--- src/rtl/freq_counter_pkg.sv ---
// Shared types and helpers for the gated frequency meter.
// State encodings are plain constants so older blocks can reuse them.
package freq_counter_pkg;

  typedef logic [0:0] state_t;

  localparam state_t IDLE    = 1'b0;
  localparam state_t MEASURE = 1'b1;

  // Gate counter only has to hold GATE_CYCLES-1, so clog2 is always wide enough.
  function automatic int gate_cnt_width(input int gate_cycles);
    return $clog2(gate_cycles);
  endfunction

endpackage

--- src/rtl/sync_edge_detect.sv ---
// Multi-flop synchronizer followed by a rising-edge detector.
// Emits a one-cycle rise pulse per synchronized low-to-high transition of d.
module sync_edge_detect #(
  parameter int SYNC_STAGES = 2
) (
  input  logic clk_in,
  input  logic reset_n,
  input  logic d,
  output logic rise
);

  logic [SYNC_STAGES-1:0] sync_q;
  logic                   prev_q;

  always_ff @(posedge clk_in) begin
    if (!reset_n) begin
      sync_q <= '0;
      prev_q <= 1'b0;
    end else begin
      sync_q <= {sync_q[SYNC_STAGES-2:0], d};
      prev_q <= sync_q[SYNC_STAGES-1];
    end
  end

  assign rise = sync_q[SYNC_STAGES-1] & ~prev_q;

endmodule

--- src/rtl/freq_counter.sv ---
// Gated frequency meter: counts rising edges of sig_in over GATE_CYCLES
// clk_in cycles and publishes the saturating result with a valid pulse.
//
// state   | meaning
// IDLE    | waiting for start; outputs hold the last result
// MEASURE | gate window running, edges accumulated into edge_cnt
module freq_counter
  import freq_counter_pkg::*;
#(
  parameter int GATE_CYCLES = 1000,
  parameter int CNT_WIDTH   = 16,
  parameter int SYNC_STAGES = 2
) (
  input  logic                 clk_in,
  input  logic                 reset_n,
  input  logic                 sig_in,
  input  logic                 start,
  input  logic                 continuous,
  output logic [CNT_WIDTH-1:0] count,
  output logic                 count_valid,
  output logic                 busy,
  output logic                 overflow
);

  localparam int                   GW        = gate_cnt_width(GATE_CYCLES);
  localparam logic [GW-1:0]        GATE_LOAD = GW'(GATE_CYCLES - 1);
  localparam logic [CNT_WIDTH-1:0] CNT_MAX   = '1;

  state_t               state_q;
  logic [GW-1:0]        gate_cnt;
  logic [CNT_WIDTH-1:0] edge_cnt;
  logic                 ovf_flag;
  logic                 rise;
  logic                 at_max;

  sync_edge_detect #(
    .SYNC_STAGES (SYNC_STAGES)
  ) u_sync_edge_detect (
    .clk_in  (clk_in),
    .reset_n (reset_n),
    .d       (sig_in),
    .rise    (rise)
  );

  assign at_max = (edge_cnt == CNT_MAX);
  assign busy   = (state_q == MEASURE);

  always_ff @(posedge clk_in) begin
    if (!reset_n) begin
      state_q     <= IDLE;
      gate_cnt    <= '0;
      edge_cnt    <= '0;
      ovf_flag    <= 1'b0;
      count       <= '0;
      count_valid <= 1'b0;
      overflow    <= 1'b0;
    end else begin
      count_valid <= 1'b0;
      case (state_q)
        IDLE: begin
          if (start) begin
            state_q  <= MEASURE;
            gate_cnt <= GATE_LOAD;
            edge_cnt <= '0;
            ovf_flag <= 1'b0;
          end
        end
        MEASURE: begin
          if (gate_cnt == '0) begin
            // A rise in the final cycle belongs to the ending window only.
            count       <= (at_max && rise) ? CNT_MAX : edge_cnt + CNT_WIDTH'(rise);
            overflow    <= ovf_flag | (at_max & rise);
            count_valid <= 1'b1;
            if (continuous) begin
              gate_cnt <= GATE_LOAD;
              edge_cnt <= '0;
              ovf_flag <= 1'b0;
            end else begin
              state_q <= IDLE;
            end
          end else begin
            gate_cnt <= gate_cnt - 1'b1;
            if (rise) begin
              if (at_max) ovf_flag <= 1'b1;
              else        edge_cnt <= edge_cnt + 1'b1;
            end
          end
        end
        default: state_q <= IDLE;
      endcase
    end
  end

endmodule

--- config.mk ---
export PLATFORM = sky130hd
export DESIGN_NAME = freq_counter
export DESIGN_NICKNAME = d
export VERILOG_FILES = /design/src/rtl/freq_counter_pkg.sv /design/src/rtl/sync_edge_detect.sv /design/src/rtl/freq_counter.sv
export SDC_FILE = /design/constraint.sdc
export NUM_CORES = 1
export LEC_CHECK = 0
export ABC_AREA = 1
export CORE_MARGIN = 10
export CORE_UTILIZATION = 40
export DETAILED_ROUTE_END_ITERATION = 10
export GPL_TIMING_DRIVEN = 1
export PLACE_DENSITY = 0.68
export SLEW_MARGIN = 10
export SYNTH_ARGS = -nofsm -noshare
export SYNTH_HDL_FRONTEND = slang
export SYNTH_SLANG_ARGS = --single-unit
--- constraint.sdc ---
create_clock -name clk_in -period 2.4 [get_ports clk_in]
set_input_delay 0.48 -clock clk_in [delete_from_list [all_inputs] [get_ports clk_in]]
set_output_delay 0.48 -clock clk_in [all_outputs]
set_load 0.01 [all_outputs]
==> results of run 1 <==
## routing by layer
metal	global-route usage (%)	vias up	wire [um]
li1	-	1361	-
met1	15.3	1225	3150
met2	22.2	45	3430
met3	2.68	8	311
met4	2.65	0	79
met5	0	-	0
## power breakdown
group / switching (mW) / internal, mW / total (mW)
sequential: 0.0277 / 0.847 / 0.875
combinational: 0.183 / 0.105 / 0.287
clock: 0.282 / 0.234 / 0.516
total: 0.492 / 1.19 / 1.68
## cells in the final DEF, fill, tap and decap left out, drive strengths merged
master / n
xor2: 12
nor2: 68
dfxtp: 49
o21bai: 2
o21a: 2
inv: 51
o21ai: 28
or2: 3
buf: 7
nor3b: 1
ha: 4
a31oi: 2
clkdlybuf4s50: 23
nand2: 91
o31ai: 2
nand4: 10
clkinv: 3
xnor2: 1
nand3: 43
a21oi: 24
nor3: 1
clkbuf: 6
## worst max path at each step
stage                                            start        end  slack [ns]
after floorplan           u_sync_edge_detect.sync_q[1]  count[14]        0.59
after global placement    u_sync_edge_detect.sync_q[1]   count[8]        0.43
after detailed placement  u_sync_edge_detect.sync_q[1]   count[8]        0.37
after CTS                 u_sync_edge_detect.sync_q[1]   count[8]        0.35
after global routing      u_sync_edge_detect.sync_q[1]  count[14]        0.10
final                     u_sync_edge_detect.sync_q[1]   count[8]        0.36
## flip-flops by register name (all words and copies together) (netlist names)
name                       cells
busy                           1
count                         16
count_valid                    1
edge_cnt                      16
gate_cnt                      10
overflow                       1
ovf_flag                       1
u_sync_edge_detect.prev_q      1
u_sync_edge_detect.sync_q      2
## critical path, stage by stage, from the launching register on
cell and delay, ns:
dfxtp_1 0.34, inv_1 0.04, nor2_1 0.25, ha_1 0.24, ha_1 0.18, nand3_1 0.14, nor2_1 0.28, inv_1 0.09
nor2_1 0.12, xor2_1 0.16, a21oi_1 0.08
## cells by family (layout without fill, tap and decap cells)
family	after synthesis	in the layout	share of synthesized area, %
and+or+nand+nor	217	217	38.2
AOI/OAI and AO/OA	60	60	11.8
DFF	49	49	33.6
xor gates and xnor gates	13	13	3.91
buffers and inverters	67	90	10.8
adders and majority gates	4	4	1.72
## through the flow
stage | cells | area, um2 | util, % | power [mW]
global route | 532 | 3310 | 46.2 | 1.77
CTS | 532 | 3310 | 46.2 | 1.70
detailed placement | 524 | 3220 | 44.8 | 1.18
floorplan | 410 | 2920 | - | 1.11
global placement | 524 | 3220 | 44.8 | 1.18
finish | 532 | 3310 | 46.2 | 1.68
## final cells by class
| cell class | instances | area [um2] | share of cell area, % |
|---|---|---|---|
| Tap cell | 99 | 124 | 3.74 |
| Clock inverter | 2 | 13.8 | 0.415 |
| Sequential cell | 49 | 981 | 29.6 |
| Multi-Input combinational cell | 294 | 1620 | 48.9 |
| Timing Repair Buffer | 30 | 295 | 8.91 |
| Clock buffer | 6 | 82.6 | 2.49 |
| Inverter | 52 | 198 | 5.96 |
==> out/metrics.yaml, run 1 <==
outcome:
  status: "complete, no violations"
timing:
  setup_viol: 0
  clock_skew_ns: 0.00889
  hold_viol_final: 0
  finalCritPeriodShare_pct: 85.2
  setup_ws_ns: 0.356
  rsz0062_at_grt: "false"
  drv_slew: 0
  max_freq_mhz: 489
  period_minus_slack_ns: 2.04
  holdWs_ns: 0.426
  slew_headroom_pct: 78.6
  worst_pin_slew_ns: 0.320
  final.setup.tns_ns: 0
floorplanning:
  pin_count: 24
  core_area_mm2: 0.00718
  std_cell_rows: 31
  die_h_um: 105
  die_w_um: 105
  start_util_pct: 40.6
  die-area_mm2: 0.0111
cts:
  cts_tree: "done"
  cts_root_buf: "clkbuf_8"
  cts_resized: 0
  cts_hold_buf: 0
  post_cts_buffers: 0
  worstSkewPairLatency_ns: 0.30
  clkTransAtPathRegs_ns: 0.10
  cts_buffer_depth: 2
  cts_htree_levels: 2
  numCtsBuffers: 5
  cts_sinks: 49
hold_path:
  min_to: "u_sync_edge_detect.sync_q[1]"
  hold_depth: 2
  hp-class: "reg -> reg"
  min-delay-start: "u_sync_edge_detect.sync_q[0]"
worst_setup_path:
  path_max_fanout: 4
  cp.arrival_ns: 2.23
  reg2reg_to: "count[8]"
  worstReg2RegStart: "u_sync_edge_detect.sync_q[1]"
  critPathKind: "reg -> reg"
  startpoint_type: "register"
  critPathCaptureType: "register"
  reg2reg_slack_ns: 0.36
  reg2reg_depth: 10
  required_ns: 2.58
global_routing:
  grt_max_degree: 21
  grt_overflow: 0
  grt_usage_pct: 12.6
  antenna_found_initial: 0
  grt_pass1_vias: 2506
  grt_pass1_wl_mm: 12.0
synthesis:
  synthTopCellsByCount: "82 x nand2_1, 49 x dfxtp_1, 49 x nor2_1"
  syn_inst: 410
  yosysTopAreaCell: "dfxtp_1"
  synthTopCellsByArea: "dfxtp_1 34%, nand2_1 11%, nor2_1 6.3%"
  synth_top_area_share_pct: 33.6
  ys_types: 37
  synth_ff_type: "dfxtp_1"
  synth_fp_nets: 419
  yosysSeqAreaShare_pct: 33.6
  synth_area_per_cell_um2: 7.11
  yosys_warnings: 0
  synthesis.area_mm2: 0.00292
  synth_seq_cells: 49
  synth_edf_count: 0
  post-synth-top-count-cell: "nand2_1"
  async_reset_ff_share_pct: 0
finish:
  num-fill-cells: 728
  drive_gt1_share_pct: 17.1
  antenna_cells: 0
  synthToLayoutAreaGrowth_pct: 13.7
  nets: 441
routing:
  wire_per_inst_um: 13.1
  final_antenna_net_count: 0
  avgViaCountPerCell: 4.96
  drt_pre_antenna_iters: 4
  vias: 2639
  drt_wl_total_mm: 6.97
  drt_iter0_drc: 128
  drc: 0
placement:
  pre_cts_slack_ns: 0.372
  portBuffers: 23
  place_congestion: 0.892
  dp_hpwl_mm: 5.34
power:
  vdd.ir_drop.worst_v: 0.000337
  power_density_mw_per_mm2: 506
  cellLeakagePower_nw: 1.33
run:
  maxCapViolCount: 0
Note: power is estimated with default switching activity, not from simulation.
==> run 2, diff against run 1 <==
Settings changed: CAP_MARGIN from default to 10.
==> results of run 2 <==
Same layout as run 1: the final DEF is identical, and so are final timing and power.
==> run 3, diff against run 2 <==
Clock period 2.4 ns to 2.3 ns, I/O delays scaled along.
==> run 3 against run 2 <==
  * Sequential share of layout area fell by 0.13 points
  * Clock skew increased by 0.0033 ns
  * Critical path type unchanged
  * Hold slack got worse by 0.0019 ns
  * Highest routed layer unchanged
  * Flip-flop and latch count did not move
  * Clock power up 5.8%
  * Combinational power up 5%
==> out/metrics.yaml, run 3 (synthesis results as in run 1) <==
global_routing:
  grt_overflow: 0  # unchanged
  grt_max_degree: 21  # unchanged
  grt_pass1_vias: 2481  # -1.0%
  grt_pass1_wl_mm: 12.0  # +0.46%
  grt_usage_pct: 12.8  # +0.25 points
  antenna_found_initial: 0  # unchanged
worst_setup_path:
  critPathCaptureType: "register"
  reg2reg_depth: 8  # -2
  required_ns: 2.49  # -0.09 ns
  startpoint_type: "register"
  max_stage_delay_ns: 0.47  # +0.13 ns
  reg2reg_to: "count[14]"
  worstReg2RegStart: "edge_cnt[0]"
  critPathCapture: "count[14]"
  worst_path_max_delay_cell: "dfxtp_1"
  critPathKind: "reg -> reg"
  reg2reg_slack_ns: 0.37  # +0.02 ns
  cp.arrival_ns: 2.12  # -0.11 ns
  path_cells: "ha_1 > ha_1 > nand3_1 > nor2_1 > inv_1 > nor2_1 > xor2_1 > a21oi_1"
  cp-startpoint: "edge_cnt[0]"
  path_max_fanout: 5  # +1
cts:
  cts_resized: 0  # unchanged
  cts_sinks: 49  # unchanged
  clkTransAtPathRegs_ns: 0.10  # about the same
  cts_hold_buf: 0  # unchanged
  post_cts_buffers: 0  # unchanged
  cts_htree_levels: 2  # unchanged
  cts_buffer_depth: 2  # unchanged
  cts_tree: "done"
  worstSkewPairLatency_ns: 0.31  # about the same
  numCtsBuffers: 5  # unchanged
  cts_root_buf: "clkbuf_8"
floorplanning:
  std_cell_rows: 31  # unchanged
  die_h_um: 105  # unchanged
  die_w_um: 105  # unchanged
  start_util_pct: 40.6  # unchanged
  core_area_mm2: 0.00718  # unchanged
  pin_count: 24  # unchanged
  die-area_mm2: 0.0111  # unchanged
routing:
  avgViaCountPerCell: 4.96  # about the same
  drc: 0  # unchanged
  drt_iter0_drc: 182  # +42%
  wire_per_inst_um: 13.2  # +1.1%
  drt_wl_total_mm: 7.07  # +1.5%
  vias: 2650  # +0.42%
  final_antenna_net_count: 0  # unchanged
  drt_pre_antenna_iters: 4  # unchanged
power:
  vdd.ir_drop.worst_v: 0.000252  # -25%
  cellLeakagePower_nw: 1.34  # +0.76%
  swShare_pct: 29.6  # +0.28 points
  p_seq_share_pct: 51.8  # -0.3 points
  power_density_mw_per_mm2: 529  # +4.5%
  intPower_mw: 1.24  # +4.6%
  switchingPower_mw: 0.521  # +6.0%
  clockPowerShare_pct: 31.0  # +0.3 points
  p_comb_share_pct: 17.1  # about the same
finish:
  final_cell_mix: "82 x nand2_1, 49 x nor2_1, 49 x dfxtp_1"
  num-fill-cells: 748  # +2.7%
  fin_cells: 534  # +0.38%
  nets: 443  # +0.45%
  final-seq-area_um2: 981  # unchanged
  synthToLayoutAreaGrowth_pct: 14.2
  antenna_cells: 0  # unchanged
  final_common_cell: "nand2_1"
  reg_top3: "count: 16 flops, edge_cnt: 16 flops, gate_cnt: 10 flops"
  drive_gt1_share_pct: 17.5  # +0.38 points
  multi_input_area_mm2: 0.00162  # unchanged
outcome:
  status: "complete, no violations"
timing:
  drv_slew: 0  # unchanged
  clock_skew_ns: 0.0122  # +0.00331 ns
  worst_pin_slew_ns: 0.313  # -0.00717 ns
  slew_headroom_pct: 79.1  # +0.53 points
  period_minus_slack_ns: 1.93  # -0.119 ns
  final.setup.tns_ns: 0  # unchanged
  hold_viol_final: 0  # unchanged
  setup_viol: 0  # unchanged
  finalCritPeriodShare_pct: 83.7  # -1.5 points
  max_freq_mhz: 519  # +6.2%
  setup_ws_ns: 0.375  # +0.0192 ns
  rsz0062_at_grt: "false"
placement:
  place_inst: 526  # +0.38%
  dp_hpwl_mm: 5.42  # +1.5%
  pre_cts_slack_ns: 0.352  # -0.0207 ns
  portBuffers: 23  # unchanged
  place_congestion: 0.875  # -1.9%
hold_path:
  hp-class: "reg -> reg"
run:
  maxCapViolCount: 0  # unchanged
==> run 3: changes by cell type in the layout (fill, tap and decap cells not counted), sizes merged <==
cell / delta
buf: +2
==> run 3: worst min-delay path by stage <==
stage | from | endpoint | slack (ns) | depth (start not counted)
after global routing | u_sync_edge_detect.sync_q[0] | u_sync_edge_detect.sync_q[1] | 0.46 | 2
after floorplan | u_sync_edge_detect.sync_q[0] | u_sync_edge_detect.sync_q[1] | 0.39 | 2
final | u_sync_edge_detect.sync_q[0] | u_sync_edge_detect.sync_q[1] | 0.42 | 2
after CTS | u_sync_edge_detect.sync_q[0] | u_sync_edge_detect.sync_q[1] | 0.43 | 2
after global placement | u_sync_edge_detect.sync_q[0] | u_sync_edge_detect.sync_q[1] | 0.41 | 2
after detailed placement | u_sync_edge_detect.sync_q[0] | u_sync_edge_detect.sync_q[1] | 0.40 | 2
==> run 3: metrics by stage <==
step	area (um2)	hold slack, ns	total power [mW]	util (%)
floorplan	2920	0.390	1.16	-
global placement	3230	0.408	1.23	45.1
detailed placement	3230	0.404	1.23	45.1
CTS	3330	0.427	1.78	46.4
global route	3330	0.459	1.86	46.4
finish	3330	0.425	1.76	46.4
==> run 3: layout make-up <==
| cell class | count | area share (%) |
|---|---|---|
| Multi-Input combinational cell | 294 | 48.7 |
| Sequential cell | 49 | 29.5 |
| Timing Repair Buffer | 32 | 9.32 |
| Inverter | 52 | 5.94 |
| Tap cell | 99 | 3.72 |
| Clock buffer | 6 | 2.48 |
| Clock inverter | 2 | 0.413 |
==> run 3: critical path: cells and delay by family, from the launching register on <==
kind	cells	cell delay [ns]
simple gates	3	0.61
flops	1	0.47
fa+ha+maj	2	0.40
xor+xnor	1	0.16
buf+inv	1	0.09
compound gates	1	0.08
==> run 3: power by group through the flow <==
stage | combinational, mW | clock, mW | sequential (mW)
after global placement | 0.296 | 0 | 0.932
final | 0.302 | 0.546 | 0.913
after CTS | 0.303 | 0.567 | 0.913
after detailed placement | 0.301 | 0 | 0.932
after floorplan | 0.226 | 0 | 0.930
after global routing | 0.339 | 0.599 | 0.918
==> run 3: layer usage <==
| metal | vias to the layer above | wire length, um | track usage (%) |
|---|---|---|---|
| met2 | 60 | 3360 | 21.5 |
| met4 | 0 | 85 | 3.33 |
| met5 | - | 0 | 0 |
| met1 | 1223 | 3260 | 16.2 |
| met3 | 8 | 361 | 2.74 |
| li1 | 1359 | - | - |
